**src/rtl/rr_mux_arb_if.sv**
```systemverilog
// Handshake bundle between N producer channels, the arbitrating mux and one consumer.
// The slave modport is the mux's view; master is the view of the surrounding logic.
interface rr_mux_arb_if #(
  parameter int N    = 8,
  parameter int W    = 8,
  parameter int SELW = $clog2(N)
);
  logic            mode;
  logic [N-1:0]    in_valid;
  logic [N*W-1:0]  in_data;
  logic [N-1:0]    in_ready;
  logic            out_valid;
  logic [W-1:0]    out_data;
  logic [SELW-1:0] out_sel;
  logic            out_ready;

  modport slave (
    input  mode, in_valid, in_data, out_ready,
    output in_ready, out_valid, out_data, out_sel
  );

  modport master (
    output mode, in_valid, in_data, out_ready,
    input  in_ready, out_valid, out_data, out_sel
  );
endinterface

```
**src/rtl/rr_mux_arb.sv**
```systemverilog
// N-channel registered mux with round-robin / fixed-priority arbitration.
// Picks one requesting channel per free output slot and registers its word and index.
module rr_mux_arb #(
  parameter int N    = 8,
  parameter int W    = 8,
  parameter int SELW = $clog2(N)
) (
  input  logic         clk,
  input  logic         rst,
  rr_mux_arb_if.slave  bus
);

  logic            out_valid_q, out_valid_d;
  logic [W-1:0]    out_data_q,  out_data_d;
  logic [SELW-1:0] out_sel_q,   out_sel_d;
  logic [SELW-1:0] ptr_q,       ptr_d;

  logic            load_en;
  logic            grant_found;
  logic [SELW-1:0] grant_idx;

  assign load_en = !out_valid_q || bus.out_ready;

  // NOTE: every variable written in a combinational block gets a default first, otherwise
  // paths that skip an assignment make synthesis infer a latch.
  always_comb begin
    grant_found = 1'b0;
    grant_idx   = '0;
    if (bus.mode) begin
      for (int i = 0; i < N; i++) begin
        if (!grant_found && bus.in_valid[i]) begin
          grant_found = 1'b1;
          grant_idx   = SELW'(i);
        end
      end
    end else begin
      // Search starts at ptr and wraps past N-1 back to channel 0.
      for (int k = 0; k < N; k++) begin
        if (!grant_found && bus.in_valid[(int'(ptr_q) + k) % N]) begin
          grant_found = 1'b1;
          grant_idx   = SELW'((int'(ptr_q) + k) % N);
        end
      end
    end
  end

  always_comb begin
    bus.in_ready = '0;
    if (!rst && load_en && grant_found) begin
      bus.in_ready = N'(1) << grant_idx;
    end
  end

  always_comb begin
    out_valid_d = out_valid_q;
    out_data_d  = out_data_q;
    out_sel_d   = out_sel_q;
    ptr_d       = ptr_q;
    if (load_en) begin
      if (grant_found) begin
        out_valid_d = 1'b1;
        out_data_d  = bus.in_data[int'(grant_idx)*W +: W];
        out_sel_d   = grant_idx;
        if (!bus.mode) begin
          ptr_d = (grant_idx == SELW'(N-1)) ? '0 : grant_idx + 1'b1;
        end
      end else begin
        out_valid_d = 1'b0;
      end
    end
  end

  // NOTE: state registers use non-blocking assignments so every flop samples the
  // pre-edge values, independent of statement order.
  always_ff @(posedge clk) begin
    if (rst) begin
      out_valid_q <= 1'b0;
      out_data_q  <= '0;
      out_sel_q   <= '0;
      ptr_q       <= '0;
    end else begin
      out_valid_q <= out_valid_d;
      out_data_q  <= out_data_d;
      out_sel_q   <= out_sel_d;
      ptr_q       <= ptr_d;
    end
  end

  assign bus.out_valid = out_valid_q;
  assign bus.out_data  = out_data_q;
  assign bus.out_sel   = out_sel_q;

endmodule

```
**src/flat_wrapper.sv**
```systemverilog
// flat-port wrapper written by rule: the top's interface ports become plain ports
module rr_mux_arb_flat 
#(
  parameter int N    = 8,
  parameter int W    = 8,
  parameter int SELW = $clog2(N)
)
  (clk, rst, bus_mode, bus_in_valid, bus_in_data, bus_out_ready, bus_in_ready, bus_out_valid, bus_out_data, bus_out_sel);
  rr_mux_arb_if #(.N(N), .W(W), .SELW(SELW)) bus_i ();
  input  logic clk;
  input  logic rst;
  input wire logic [$bits(bus_i.mode)-1:0] bus_mode;
  input wire logic [$bits(bus_i.in_valid)-1:0] bus_in_valid;
  input wire logic [$bits(bus_i.in_data)-1:0] bus_in_data;
  input wire logic [$bits(bus_i.out_ready)-1:0] bus_out_ready;
  output wire logic [$bits(bus_i.in_ready)-1:0] bus_in_ready;
  output wire logic [$bits(bus_i.out_valid)-1:0] bus_out_valid;
  output wire logic [$bits(bus_i.out_data)-1:0] bus_out_data;
  output wire logic [$bits(bus_i.out_sel)-1:0] bus_out_sel;
  assign bus_i.mode = bus_mode;
  assign bus_i.in_valid = bus_in_valid;
  assign bus_i.in_data = bus_in_data;
  assign bus_i.out_ready = bus_out_ready;
  assign bus_in_ready = bus_i.in_ready;
  assign bus_out_valid = bus_i.out_valid;
  assign bus_out_data = bus_i.out_data;
  assign bus_out_sel = bus_i.out_sel;
  rr_mux_arb #(.N(N), .W(W), .SELW(SELW)) u_core (.clk(clk), .rst(rst), .bus(bus_i));
endmodule
```
**config.mk**
```make
export PLATFORM = sky130hd
export DESIGN_NAME = rr_mux_arb_flat
export DESIGN_NICKNAME = d
export VERILOG_FILES = /design/src/rtl/rr_mux_arb_if.sv /design/src/rtl/rr_mux_arb.sv /design/src/flat_wrapper.sv
export SDC_FILE = /design/constraint.sdc
export NUM_CORES = 1
export LEC_CHECK = 0
export BUFFER_PORTS_ARGS = -buffer_cell sky130_fd_sc_hd__buf_4
export CAP_MARGIN = 25
export CORE_MARGIN = 2
export CORE_UTILIZATION = 40
export CTS_CLUSTER_SIZE = 24
export DETAILED_ROUTE_END_ITERATION = 10
export PLACE_DENSITY = 0.77
export SLEW_MARGIN = 20
export SYNTH_ARGS = -nofsm -noshare
export SYNTH_HDL_FRONTEND = slang
export SYNTH_SLANG_ARGS = --single-unit
```
**constraint.sdc**
```tcl
create_clock -name clk -period 5 [get_ports clk]
set_clock_uncertainty 0.1 [all_clocks]
set_input_delay 0.25 -clock clk [delete_from_list [all_inputs] [get_ports clk]]
set_output_delay 0.25 -clock clk [all_outputs]
set_load 0.05 [all_outputs]
```
==> results of run 1 <==
==> power groups by stage <==
stage | Combinational [W] | Sequential, W | Clock [W]
2_1_floorplan | 0.000744 | 0.000247 | 0
3_3_place_gp | 0.000957 | 0.000170 | 0
4_1_cts | 0.000976 | 0.000168 | 0.0000978
5_1_grt | 0.00105 | 0.000172 | 0.000106
6_report | 0.000980 | 0.000168 | 0.0000970
3_5_place_dp | 0.000974 | 0.000171 | 0
==> cell type report <==
| cell class | count | area, um^2 | share of cell area [%] |
|---|---|---|---|
| multi-input combinational | 206 | 1789 | 59.12 |
| tap | 75 | 93.84 | 3.100 |
| inverter | 7 | 27.53 | 0.9095 |
| clock buffer | 4 | 45.04 | 1.488 |
| sequential | 15 | 300.3 | 9.921 |
| timing repair buffer | 101 | 770.7 | 25.47 |
==> registers in the layout (all words and copies together), names as in the netlist <==
| name | flops |
|---|---|
| u_core.ptr_q | 3 |
| u_core.bus.out_data | 8 |
| u_core.bus.out_valid | 1 |
| u_core.bus.out_sel | 3 |
==> cell usage after synthesis, types with 3 or more instances <==
master	instances
nand2_1	28
mux2i_1	27
nor2_1	25
dfxtp_1	15
a21oi_1	12
mux4_2	12
buf_6	9
clkbuf_8	9
a311oi_1	7
mux4_1	7
a221o_1	6
nand2b_1	6
inv_1	5
mux2_2	4
o21ai_0	4
o22ai_1	4
a21oi_2	3
buf_4	3
nand3_1	3
nor3b_1	3
nor4_1	3
o21bai_1	3
o221ai_1	3
==> how the worst min path moves through the flow <==
| stage | cells past startpoint | to | from | slack, ns |
|---|---|---|---|---|
| final | 3 | u_core.bus.out_valid | bus_out_ready | 0.19 |
| after global routing | 3 | u_core.bus.out_valid | bus_out_ready | 0.20 |
| after CTS | 3 | u_core.bus.out_valid | bus_out_ready | 0.19 |
| after detailed placement | 2 | u_core.bus.out_sel[1] | u_core.bus.out_sel[1] | 0.38 |
| after global placement | 2 | u_core.bus.out_sel[1] | u_core.bus.out_sel[1] | 0.38 |
| after floorplan | 2 | u_core.bus.out_valid | bus_out_ready | 0.35 |
==> cells by family after synthesis <==
logic type / after synthesis / share of synthesized area (%)
AND/OR/NAND/NOR: 84 / 17.00
AO/OA/AOI/OAI: 66 / 21.88
multiplexers: 50 / 31.88
buffers and inverters: 33 / 13.69
flip-flops: 15 / 12.44
XOR/XNOR: 4 / 2.074
adder cells (fa/ha/maj): 2 / 1.037
==> layer usage <==
metal  vias up  track usage (%)  part of all wire (%)  routed length [um]
li1       1144                -                     -                   -
met3        16            3.736                   6.3                 421
met1      1119            25.29                    39                2614
met5         -                0                     0                   0
met4         0            7.500                   3.0                 200
met2       100            31.48                    51                3402
==> layout by cell type, fill, tap and decap left out, types with 3 or more instances in the layout <==
cell type / n
clkbuf_8: 3
dfxtp_1: 15
nand2_1: 28
nand2b_1: 6
o21bai_1: 3
inv_1: 5
mux2_2: 4
mux4_2: 12
a21oi_1: 12
a311oi_1: 7
nor2_1: 25
mux4_1: 7
nor3b_1: 3
o21ai_0: 4
mux2i_1: 27
buf_4: 100
a221o_1: 6
nor4_1: 3
nand3_1: 3
o22ai_1: 4
a21oi_2: 3
==> stage by stage <==
stage          cell area [um^2]  util (%)  hold WS (ns)  instances  power (W)
4_1_cts                    3027     51.42        0.1897        408   0.001242
3_3_place_gp               2982     50.66        0.3816        404   0.001127
3_5_place_dp               2982     50.66        0.3820        404   0.001144
2_1_floorplan              2414         -        0.3466        254  0.0009905
6_report                   3027     51.42        0.1856        408   0.001245
5_1_grt                    3027     51.42        0.1999        408   0.001325
==> critical path: stages, from the launching register on <==
cell and delay, ns:
dfxtp_1 0.34, inv_2 0.11, ha_1 0.35, buf_4 0.25
mux4_2 0.37, mux2i_1 0.47, and2_1 0.21, a22oi_1 0.06
and2_4 0.19, o31ai_4 0.59, buf_12 0.23, or2b_1 0.26
nor2_1 0.12, buf_4 0.21
==> flow_summary.yaml, run 1 <==
status:
  outcome: "finished, final reports clean"
power:
  sw_frac_of_total_pct: 49.40
  leakagePower_nw: 1.300
  p_comb_share_pct: 78.7
  p_int_w: 0.0006299
  ir_drop_uv: 188.0
  p_seq_share_pct: 13.5
  p_clk_share_pct: 7.8
  p_sw_w: 0.0006150
  pwr_density_cell_nw_per_um2: 411.3
logic_synthesis:
  syn_area_um2: 2414
  postSynthNetCount: 332
  synth_cell_types: 63
  synth-seq-cells: 15
  ys_seq_area_share_pct: 12.44
  synthCells: 254
  synth-edff-count: 0
  synthFlopType: "dfxtp_1"
  syn_area_per_cell_um2: 9.502
  yosys_warnings: 0
  synth_top_cell_by_area: "dfxtp_1"
  async_flop_share_pct: 0
  synthTopCellsByArea: "dfxtp_1 12%, mux2i_1 11%, mux4_2 11%"
  yosysTopAreaCellShare_pct: 12.44
worst_setup_path:
  start_kind: "flip-flop"
  crit_fanout: 15
  cp-startpoint: "u_core.ptr_q[0]"
  cp.arrival_ns: 4.01
  critPathKind: "flip-flop to output pin"
  endpoint: "bus_in_ready[0]"
  r2r_end: "u_core.bus.out_data[4]"
  cp-end-kind: "output pin"
  reg2reg_depth: 13
  rrSetupSlack_ns: 0.88
  cp.required_ns: 4.65
  r2r_start: "u_core.ptr_q[0]"
route:
  remaining_drc_errors: 0
  via_count: 2379
  drtIter0Drc: 182
  detail-route-antenna-nets: 0
  routed_wl_mm: 6.638
  wl_per_cell_um: 16.27
  first_pass_iters: 5
  via_per_inst: 5.831
cts:
  path_clk_slew_ns: 0.06
  cts_tree: "yes"
  root_buffer: "clkbuf_8"
  htree_num_levels: 1
  clock-sinks: 15
  post_cts_resized: 0
  clock_path_buffers: 2
  postCtsSetupRepairBufs: 0
  cts-hold-fix-buffers: 0
  insertion_delay_ns: 0.25
  cts_buffers: 3
timing:
  period_needed_ns: 4.359
  rsz0062_at_grt: "no"
  relSlewSlack_pct: 51.63
  max_freq_mhz: 229.4
  hold_viol: 0
  drv_slew: 0
  fin_crit_sh_pct: 87.17
  fin_ws_ns: 0.6413
  setup_viol: 0
  worstMarginPinSlew_ns: 0.7256
  fin_setup_tns_ns: 0
die:
  die_h_um: 81.68
  start_util_pct: 41.01
  rows: 28
  io_pins: 96
  die-width_um: 81.68
  core_area_um2: 5886
  die_area_um2: 6672
global_route:
  antenna_found_initial: 0
  grt_pass1_vias: 2160
  grt_max_degree: 30
  globalRouteTotalUtil_pct: 19.31
  grt_remaining_overflow: 0
  grt_pass1_wl_mm: 10.21
place:
  dp_hpwl_mm: 5.116
  place_congestion: 0.8679
  portBuffers: 95
  dpl_worst_slack_ns: 0.8833
layout:
  drive_gt1_share_pct: 41.44
  syn2layout_area_growth_pct: 25.40
  nets: 412
  fillers: 553
  antenna_cells: 0
run:
  maxCapViolCount: 0
worst_hold_path:
  hp-class: "input port to flip-flop"
Note: power is estimated with default switching activity, not from simulation.
==> run 2, diff against run 1 <==
Settings changed: REMOVE_ABC_BUFFERS from default to 1.
==> run 2 against run 1 <==
- clock power grew 2%
- core utilization grew 0.064 points
- first-iteration DRC count grew 20%
- fmax shrank 7.3%
- non-clock buffer count grew 2
- global-route usage up 0.76 points
- via count is 1.3% higher
- sequential share of layout area barely moved
- setup slack worse by 0.35 ns
- cell count grew 0.49%
- flip-flop and latch count stayed put
- power grew 0.52%
- critical path type unchanged
==> flow_summary.yaml, run 2 (synthesis gave the netlist of run 1 again) <==
worst_setup_path:
  crit_fanout: 18
  crit_slowest_cell: "ha_1"
  r2r_start: "u_core.ptr_q[0]"
  r2r_end: "u_core.bus.out_data[1]"
  crit_chain: "inv_2 > ha_1 > buf_4 > mux2i_1 > mux2i_1 > o221a_2 > nor4_2 > o21ai_0 > o22ai_1 > a21oi_2 > buf_4 > or3b_2 > nor2_1 > buf_4"
  cp-end-kind: "output pin"
  critPathKind: "flip-flop to output pin"
  cp_num_buf_inv: 4
  cp.required_ns: 4.65
  cp-startpoint: "u_core.ptr_q[0]"
  cp_num_cells: 14
  reg2reg_depth: 12
  start_kind: "flip-flop"
  cp_common_cell: "buf_4"
  cpPeakStageDelay_ns: 0.57
  cpLargestDelayFamily: "simple AND/OR/NAND/NOR gates"
  endpoint: "bus_in_ready[6]"
  cp.arrival_ns: 4.35
  rrSetupSlack_ns: 0.56
cts:
  root_buffer: "clkbuf_8"
  postCtsSetupRepairBufs: 0
  insertion_delay_ns: 0.25
  clock-sinks: 15
  clock_path_buffers: 2
  htree_num_levels: 1
  cts_tree: "yes"
  cts_buffers: 3
  path_clk_slew_ns: 0.06
  cts-hold-fix-buffers: 0
  post_cts_resized: 0
layout:
  final_common_cell: "buf_4"
  regArea_um2: 300.3
  antenna_cells: 0
  layout_common_cells: "103 x buf_4, 28 x nand2_1, 27 x mux2i_1"
  design_area_um2: 3030
  nets: 414
  syn2layout_area_growth_pct: 25.56
  fillers: 572
  drive_gt1_share_pct: 42.09
  multiInputGateArea_um2: 1789
  largest_reg_flops: 8
worst_hold_path:
  hp-class: "input port to flip-flop"
  min_from: "rst"
  hold_depth: 2
timing:
  rsz0062_at_grt: "no"
  worstMarginPinSlew_ns: 0.7935
  setup_viol: 0
  max_freq_mhz: 212.6
  fin_crit_sh_pct: 94.08
  hold_viol: 0
  period_needed_ns: 4.704
  relSlewSlack_pct: 47.10
  hold_ws_ns: 0.1987
  drv_slew: 0
global_route:
  globalRouteTotalUtil_pct: 20.07
  grt_max_degree: 24
  grt_remaining_overflow: 0
  antenna_found_initial: 0
  grt_pass1_vias: 2295
  grt_pass1_wl_mm: 10.52
route:
  via_count: 2411
  first_pass_iters: 4
  wl_per_cell_um: 16.44
  highest_layer: "met4"
  drtIter0Drc: 218
  remaining_drc_errors: 0
  dr_wl_met3_um: 400
  routed_wl_mm: 6.740
  via_per_inst: 5.880
  detail-route-antenna-nets: 0
  met1_length_mm: 2.573
  route.met2.wl_mm: 3.635
die:
  die_area_um2: 6672
  io_pins: 96
  start_util_pct: 41.01
  die_h_um: 81.68
  rows: 28
  core_area_um2: 5886
  die-width_um: 81.68
power:
  leakagePower_nw: 1.307
  ir_drop_uv: 196.1
  pwr_density_cell_nw_per_um2: 412.9
place:
  place_congestion: 0.9212
  place_area_um2: 2984
  dp_hpwl_mm: 5.420
  portBuffers: 95
run:
  maxCapViolCount: 0
status:
  outcome: "finished, final reports clean"
==> run 2: layout make-up <==
cell class,instances,share of cell area [%]
sequential,15,9.909
timing repair buffer,103,25.52
tap,75,3.097
inverter,7,0.9083
clock buffer,3,1.363
multi-input combinational,206,59.04
clock inverter,1,0.1652
==> run 2: worst min path at each step <==
stage,endpoint,slack (ns)
floorplan,u_core.bus.out_valid,0.22
global placement,u_core.bus.out_sel[1],0.38
detailed placement,u_core.bus.out_sel[2],0.39
CTS,u_core.bus.out_data[6],0.19
global route,u_core.bus.out_data[0],0.21
finish,u_core.bus.out_data[4],0.20
==> run 2: through the flow <==
step	worst slack [ns]	power [W]	utilization, %	instances	TNS (ns)
detailed placement	0.5855	0.001143	50.70	406	0
floorplan	-0.4657	0.0008837	-	228	-2.680
CTS	0.3333	0.001246	51.49	410	0
global placement	0.7017	0.001122	50.70	406	0
global route	0.03728	0.001333	51.49	410	0
finish	0.2959	0.001251	51.49	410	0
==> run 2: where the power goes <==
| group | leakage [nW] | total [W] | switching [W] | internal, W |
|---|---|---|---|---|
| clock network | 0.0255 | 0.0000986 | 0.0000434 | 0.0000552 |
| registers | 0.124 | 0.000169 | 0.0000207 | 0.000148 |
| logic | 1.16 | 0.000984 | 0.000559 | 0.000425 |
| total | 1.31 | 0.00125 | 0.000623 | 0.000629 |
==> run 2: routing by layer <==
layer	global-route usage (%)	vias to the layer above
met1	24.91	1142
met2	36.23	111
met4	6.833	0
met3	1.978	12
met5	0	-
li1	-	1146
